===== src/rtl/rv32im_writeback.sv =====
// Writeback arbiter (ALU > load > mul/div) feeding one registered register-file
// write per cycle, plus a pending-destination scoreboard for decode RAW stalls.
module rv32im_writeback #(
    parameter int unsigned XLEN     = 32,
    parameter int unsigned REG_BITS = 5
) (
    input  logic                clk_i,
    input  logic                reset_i,
    input  logic                alu_valid_i,
    input  logic [REG_BITS-1:0] alu_rd_i,
    input  logic [XLEN-1:0]     alu_data_i,
    input  logic                load_valid_i,
    output logic                load_ready_o,
    input  logic [REG_BITS-1:0] load_rd_i,
    input  logic [XLEN-1:0]     load_data_i,
    input  logic                muldiv_valid_i,
    output logic                muldiv_ready_o,
    input  logic [REG_BITS-1:0] muldiv_rd_i,
    input  logic [XLEN-1:0]     muldiv_data_i,
    input  logic                issue_i,
    input  logic [REG_BITS-1:0] issue_rd_i,
    input  logic [REG_BITS-1:0] rs1_addr_i,
    input  logic [REG_BITS-1:0] rs2_addr_i,
    output logic                rs1_busy_o,
    output logic                rs2_busy_o,
    output logic                write_o,
    output logic [REG_BITS-1:0] rd_addr_o,
    output logic [XLEN-1:0]     data_o,
    output logic                err_o,
    output logic                idle_o
);
    localparam int unsigned NREGS = 2 ** REG_BITS;

    logic                write_q, write_d;
    logic [REG_BITS-1:0] rd_q, rd_d;
    logic [XLEN-1:0]     data_q, data_d;
    logic [NREGS-1:0]    pending_q, pending_d;
    logic                err_q, err_d;

    logic                any_xfer;
    logic                clr_en;
    logic                set_en;
    logic [REG_BITS-1:0] sel_rd;
    logic [XLEN-1:0]     sel_data;

    always_comb begin
        load_ready_o   = !reset_i && !alu_valid_i;
        muldiv_ready_o = !reset_i && !alu_valid_i && !load_valid_i;
    end

    always_comb begin
        any_xfer = 1'b0;
        clr_en   = 1'b0;
        sel_rd   = alu_rd_i;
        sel_data = alu_data_i;
        if (!reset_i) begin
            if (alu_valid_i) begin
                any_xfer = 1'b1;
            end else if (load_valid_i) begin
                any_xfer = 1'b1;
                clr_en   = 1'b1;
                sel_rd   = load_rd_i;
                sel_data = load_data_i;
            end else if (muldiv_valid_i) begin
                any_xfer = 1'b1;
                clr_en   = 1'b1;
                sel_rd   = muldiv_rd_i;
                sel_data = muldiv_data_i;
            end
        end

        // x0 transfers still complete the handshake but never assert the write
        write_d = any_xfer && (sel_rd != '0);
        rd_d    = any_xfer ? sel_rd : rd_q;
        data_d  = any_xfer ? sel_data : data_q;

        set_en    = issue_i && (issue_rd_i != '0);
        pending_d = pending_q;
        if (clr_en) begin
            pending_d[sel_rd] = 1'b0;
        end
        // set after clear: a new issue supersedes a completing one
        if (set_en) begin
            pending_d[issue_rd_i] = 1'b1;
        end
        err_d = err_q || (set_en && pending_q[issue_rd_i]);
    end

    always_ff @(posedge clk_i) begin
        if (reset_i) begin
            write_q   <= 1'b0;
            rd_q      <= '0;
            data_q    <= '0;
            pending_q <= '0;
            err_q     <= 1'b0;
        end else begin
            write_q   <= write_d;
            rd_q      <= rd_d;
            data_q    <= data_d;
            pending_q <= pending_d;
            err_q     <= err_d;
        end
    end

    // in-flight term bridges the register file's write-to-read delay
    always_comb begin
        rs1_busy_o = (rs1_addr_i != '0) &&
                     (pending_q[rs1_addr_i] || (write_q && (rd_q == rs1_addr_i)));
        rs2_busy_o = (rs2_addr_i != '0) &&
                     (pending_q[rs2_addr_i] || (write_q && (rd_q == rs2_addr_i)));
        write_o    = write_q;
        rd_addr_o  = rd_q;
        data_o     = data_q;
        err_o      = err_q;
        idle_o     = (pending_q == '0) && !write_q;
    end

endmodule


===== config.mk =====
export PLATFORM = sky130hd
export DESIGN_NAME = rv32im_writeback
export DESIGN_NICKNAME = d
export VERILOG_FILES = /design/src/rtl/rv32im_writeback.sv
export SDC_FILE = /design/constraint.sdc
export NUM_CORES = 1
export LEC_CHECK = 0
export CORE_ASPECT_RATIO = 0.9
export CORE_MARGIN = 1
export CORE_UTILIZATION = 40
export DETAILED_ROUTE_END_ITERATION = 8
export HOLD_SLACK_MARGIN = 0.02
export PLACE_DENSITY = 0.86
export SLEW_MARGIN = 30
export SYNTH_ARGS = -nofsm -noshare
export SYNTH_HDL_FRONTEND = slang
export SYNTH_SLANG_ARGS = --single-unit

===== constraint.sdc =====
create_clock -name clk_i -period 2.3 [get_ports clk_i]
set_input_delay 0.46 -clock clk_i [delete_from_list [all_inputs] [get_ports clk_i]]
set_output_delay 0.46 -clock clk_i [all_outputs]
set_load 0.02 [all_outputs]

Word level (Yosys, flattened, before mapping):

Cells that the tools add are included.

* bits in registers: 71
* input bits: 132
* word-level logic and storage cells: 65

* order comparisons: 6
* equality and inequality tests: 2
* mux-type cells: 25
* bitwise logic cells: 3
* reduce and logical (&&, ||, !) cells: 24

Operator list (count)
* two-way mux 32 bit: 5
* bitwise AND 32 bit: 1
* zero test 32 bit: 1
* inverter 32 bit: 1
* OR 32 bit: 1
* < comparator 5 x 6 -> 1 bit (second input constant): 4
* two-way mux 5 bit: 4
* nonzero test 5 bit: 4
* binary-select mux 1 bit (select 5 bit): 3
* logical AND 1 bit: 12
* two-way mux 1 bit: 11
* demux 1 bit (select 5 bit): 2
* == test 5 bit: 2
* greater-or-equal comparator 5 x 1 -> 1 bit (second input constant): 2
* zero test 1 bit: 4
* logical OR 1 bit: 3

Logic depth before layout (Yosys ltp):

* word-level depth: 13
* mapped depth: 8
* depth with buffers taken out: 6

Worst setup path before layout:

OpenSTA, ideal clock, no wires.

* kind: in2out
* start point: input rs1_addr_i[0]
* end point: output rs1_busy_o
* data arrival time: 1.857 ns
* path slack: -0.017 ns
* cell stages on the path: 6
* path buffers: 1
* cell sequence: buf_2 mux4_2 mux2i_1 a211oi_1 nor4_1 a21oi_1

* word-level cells in the longest chain between the ends: 4
* elaborated cells on any way between the ends: 7
* those cells by class: 1 x eq/ne; 2 x mux; 4 x reduce/logical

RTL lines
* start: declaration: RTL line 22 `input logic [REG_BITS-1:0] rs1_addr_i,`
* binary-select mux 1 bit (select 5 bit) / == test 5 bit (equally long branches): RTL line 108 `(pending_q[rs1_addr_i] || (write_q && (rd_q == rs1_addr_i)));`
* two-way mux 1 bit (implied by the code) / logical AND 1 bit (equally long branches): RTL line 108
* logical OR 1 bit: RTL line 108
* logical AND 1 bit (*): RTL line 107 `rs1_busy_o = (rs1_addr_i != '0) &&`
* end: declaration: RTL line 24 `output logic rs1_busy_o,`

Every way passes the cells marked *; elsewhere a longest branch is shown, timed or not. The select of a mux whose other input is x is not followed.

Worst setup path in the final report:

Same ends and word-level chain as after synthesis.

==> impl_metrics.py <==
metrics = {
    "outcome": {
        "outcome": "complete, but fails checks",
        "violations": "negative setup slack",
    },
    "synthesis": {
        "synth_edf_count": 0,
        "yosys.area.top_type": "dfxtp_1",
        "synth.cell_area_um2": 4670,
        "async_reset_ff_frac": 0,
        "syn-instance-count": 555,
        "ys.flop_type": "dfxtp_1",
        "syn_area_per_cell_um2": 8.42,
        "ys_seq_area_frac": 0.304,
        "synth_cell_type_count": 53,
        "ys_top_cells_by_count": "83 x nor2_1, 71 x dfxtp_1, 47 x nor3_1, 38 x a21oi_1, 34 x o22ai_1",
        "syn-num-nets": 687,
        "yosysMostFrequentCell": "nor2_1",
        "netlist_top_cells_area": "dfxtp_1 30%, mux4_2 11%, nor2_1 6.7%",
        "synth_warnings": 0,
        "ys_ff_latch": 71,
        "synth_top_area_share": 0.304,
    },
    "power": {
        "p_int_mw": 2.58,
        "leakage_nw": 2.72,
        "pwr-share-seq": 0.359,
        "combinationalPowerShare": 0.278,
        "power_mw": 3.72,
        "power.switching_mw": 1.14,
        "peakVddDrop_mv": 0.356,
        "switching_share": 0.307,
        "powerDensity_nw_per_um2": 501,
        "pwr-share-clk": 0.362,
    },
    "placement": {
        "dp_cells": 914,
        "gp_congestion": 1.01,
        "dpl.hpwl_mm": 13.3,
        "port_buffers": 175,
    },
    "layout": {
        "final_cells": 935,
        "finalNetCount": 906,
        "fin_util": 0.651,
        "antennaDiodeCount": 0,
        "drive_gt1_frac": 0.241,
        "area_growth_pct": 58.7,
    },
    "sta": {
        "fin_setup_tns_ns": -0.123,
        "fin_ws_ns": -0.102,
        "period_needed_ns": 2.40,
        "maxSlewViolCount": 0,
        "slew_headroom": 0.546,
        "rsz0062_at_grt": "yes",
        "fmax_ghz": 0.416,
        "hold_viol": 0,
        "worst_pin_slew_ns": 0.682,
        "period_share": 1.04,
        "finalSetupViolations": 2,
        "fin_skew_ns": 0.00343,
    },
    "clock_tree": {
        "clk_pin_slew_worst_paths_ns": 0.06,
        "clock_sinks": 71,
        "cts_made_buffers": 9,
        "tritoncts": "built",
        "clkLatencyLatePin_ns": 0.33,
        "root_buffer": "clkbuf_16",
        "htreeDepth": 3,
        "clock_path_buffers": 2,
    },
    "drt": {
        "vias": 5444,
        "drc": 0,
        "drtAntennaViolNets": 0,
        "drtIter0Drc": 626,
        "viasPerCell": 5.82,
        "wl_mm": 18.0,
        "wl_per_cell_um": 19.3,
        "first_pass_iters": 6,
    },
    "critical_path": {
        "cp_slowest_stage_delay_ns": 0.52,
        "cp.arrival_ns": 1.94,
        "required_ns": 1.84,
        "cp_slowest_cell": "mux4_2",
        "end_kind": "output port",
        "cp_max_fo": 8,
        "worstSetupStartpointType": "primary input",
        "path_class": "primary input to output port",
        "path_cells": "buf_8 > buf_12 > mux4_2 > o21ai_1 > a211oi_2 > nor4_2 > a21oi_1 > buf_4",
    },
    "die": {
        "row_count": 37,
        "die_h_um": 105,
        "initial_core_util": 0.410,
        "core_um2": 11400,
        "die_area_um2": 12100,
        "dieWidth_um": 116,
        "ios": 176,
    },
    "grt": {
        "grt_antenna_before_repair": 0,
        "grt_max_degree": 65,
        "grt_pass1_wl_mm": 27.7,
        "grt_use_total": 0.298,
        "grt-ovfl-total": 0,
        "grt_pass1_vias": 5488,
    },
    "run": {
        "drv_cap": 0,
    },
    "worst_hold_path": {
        "hp-class": "flip-flop to flip-flop",
    },
}
## layout by cell type, fill, tap and decap left out, types with 10 or more instances in the layout
cell type,count
nor2_1,83
buf_4,74
clkdlybuf4s50_1,163
nand2_1,10
mux2i_1,10
inv_1,33
a21oi_1,36
nor3_1,46
buf_6,11
mux4_2,23
dfxtp_2,18
nor4_1,27
o22ai_1,34
o32ai_1,24
dfxtp_1,53
## area by class of cell
type	instances	area (µm²)
clock inverter	7	61.3
timing repair buffer	260	2440
fill	935	3970
sequential	71	1440
multi-input combinational	397	2900
clock buffer	9	225
tap	156	195
inverter	35	144
## logic make-up (layout without fill, tap and decap cells)
group | after synthesis | after routing | share of synthesized area
DFF | 71 | 71 | 0.304
AOI/OAI and AO/OA | 134 | 134 | 0.214
and+or+nand+nor | 219 | 219 | 0.241
buffers and inverters | 87 | 311 | 0.0881
muxes | 34 | 34 | 0.135
xor gates and xnor gates | 10 | 10 | 0.0188
## state kept, by name, summed over array words and instances (netlist names)
register / cells
err_o: 1
rd_addr_o: 5
data_o: 32
write_o: 1
pending_q: 32
## final timing paths
check	startpoint	endpoint	slack (ns)	cells past startpoint
worst max register to register	pending_q[21]	err_o	0.58	6
worst max-delay path	rs1_addr_i[0]	rs1_busy_o	-0.10	8
worst min register to register	data_o[16]	data_o[16]	0.49	2
worst min-delay path	data_o[16]	data_o[16]	0.49	2
## power groups by stage
stage / clock network (mW) / registers [mW] / logic, mW
2_1_floorplan: 0 / 1.42 / 0.432
3_3_place_gp: 0 / 1.36 / 0.985
3_5_place_dp: 0 / 1.36 / 1.01
4_1_cts: 1.36 / 1.33 / 1.01
5_1_grt: 1.41 / 1.34 / 1.10
6_report: 1.35 / 1.34 / 1.03
## metrics by stage
| step | instance area, µm² | hold WS, ns | setup WS, ns |
|---|---|---|---|
| floorplan | 4670 | 0.435 | 0.0735 |
| global route | 7410 | 0.516 | -0.164 |
| global placement | 6980 | 0.458 | -0.889 |
| CTS | 7360 | 0.491 | -0.107 |
| detailed placement | 6980 | 0.479 | -0.971 |
| finish | 7410 | 0.489 | -0.102 |
## worst max-delay path: cells and delay by family
family / cells / cell delay [ns]
compound gates: 3 / 0.36
buf+inv: 3 / 0.36
mux: 1 / 0.52
simple gates: 1 / 0.25
## per-layer routing
| metal | global-route usage | share of wire |
|---|---|---|
| met3 | 0.0705 | 0.088 |
| met1 | 0.360 | 0.39 |
| met5 | 0 | 0 |
| met4 | 0.133 | 0.043 |
| met2 | 0.497 | 0.48 |
## what timing repair did
item | in CTS | in global routing
setup buffers | 5 | 1
hold buffers | 0 | 0
resized for setup | 59 | 17
pin swaps | 6 | 4
endpoints found under the setup margin | 4 | 7
Power figures use the tool's default switching activity.
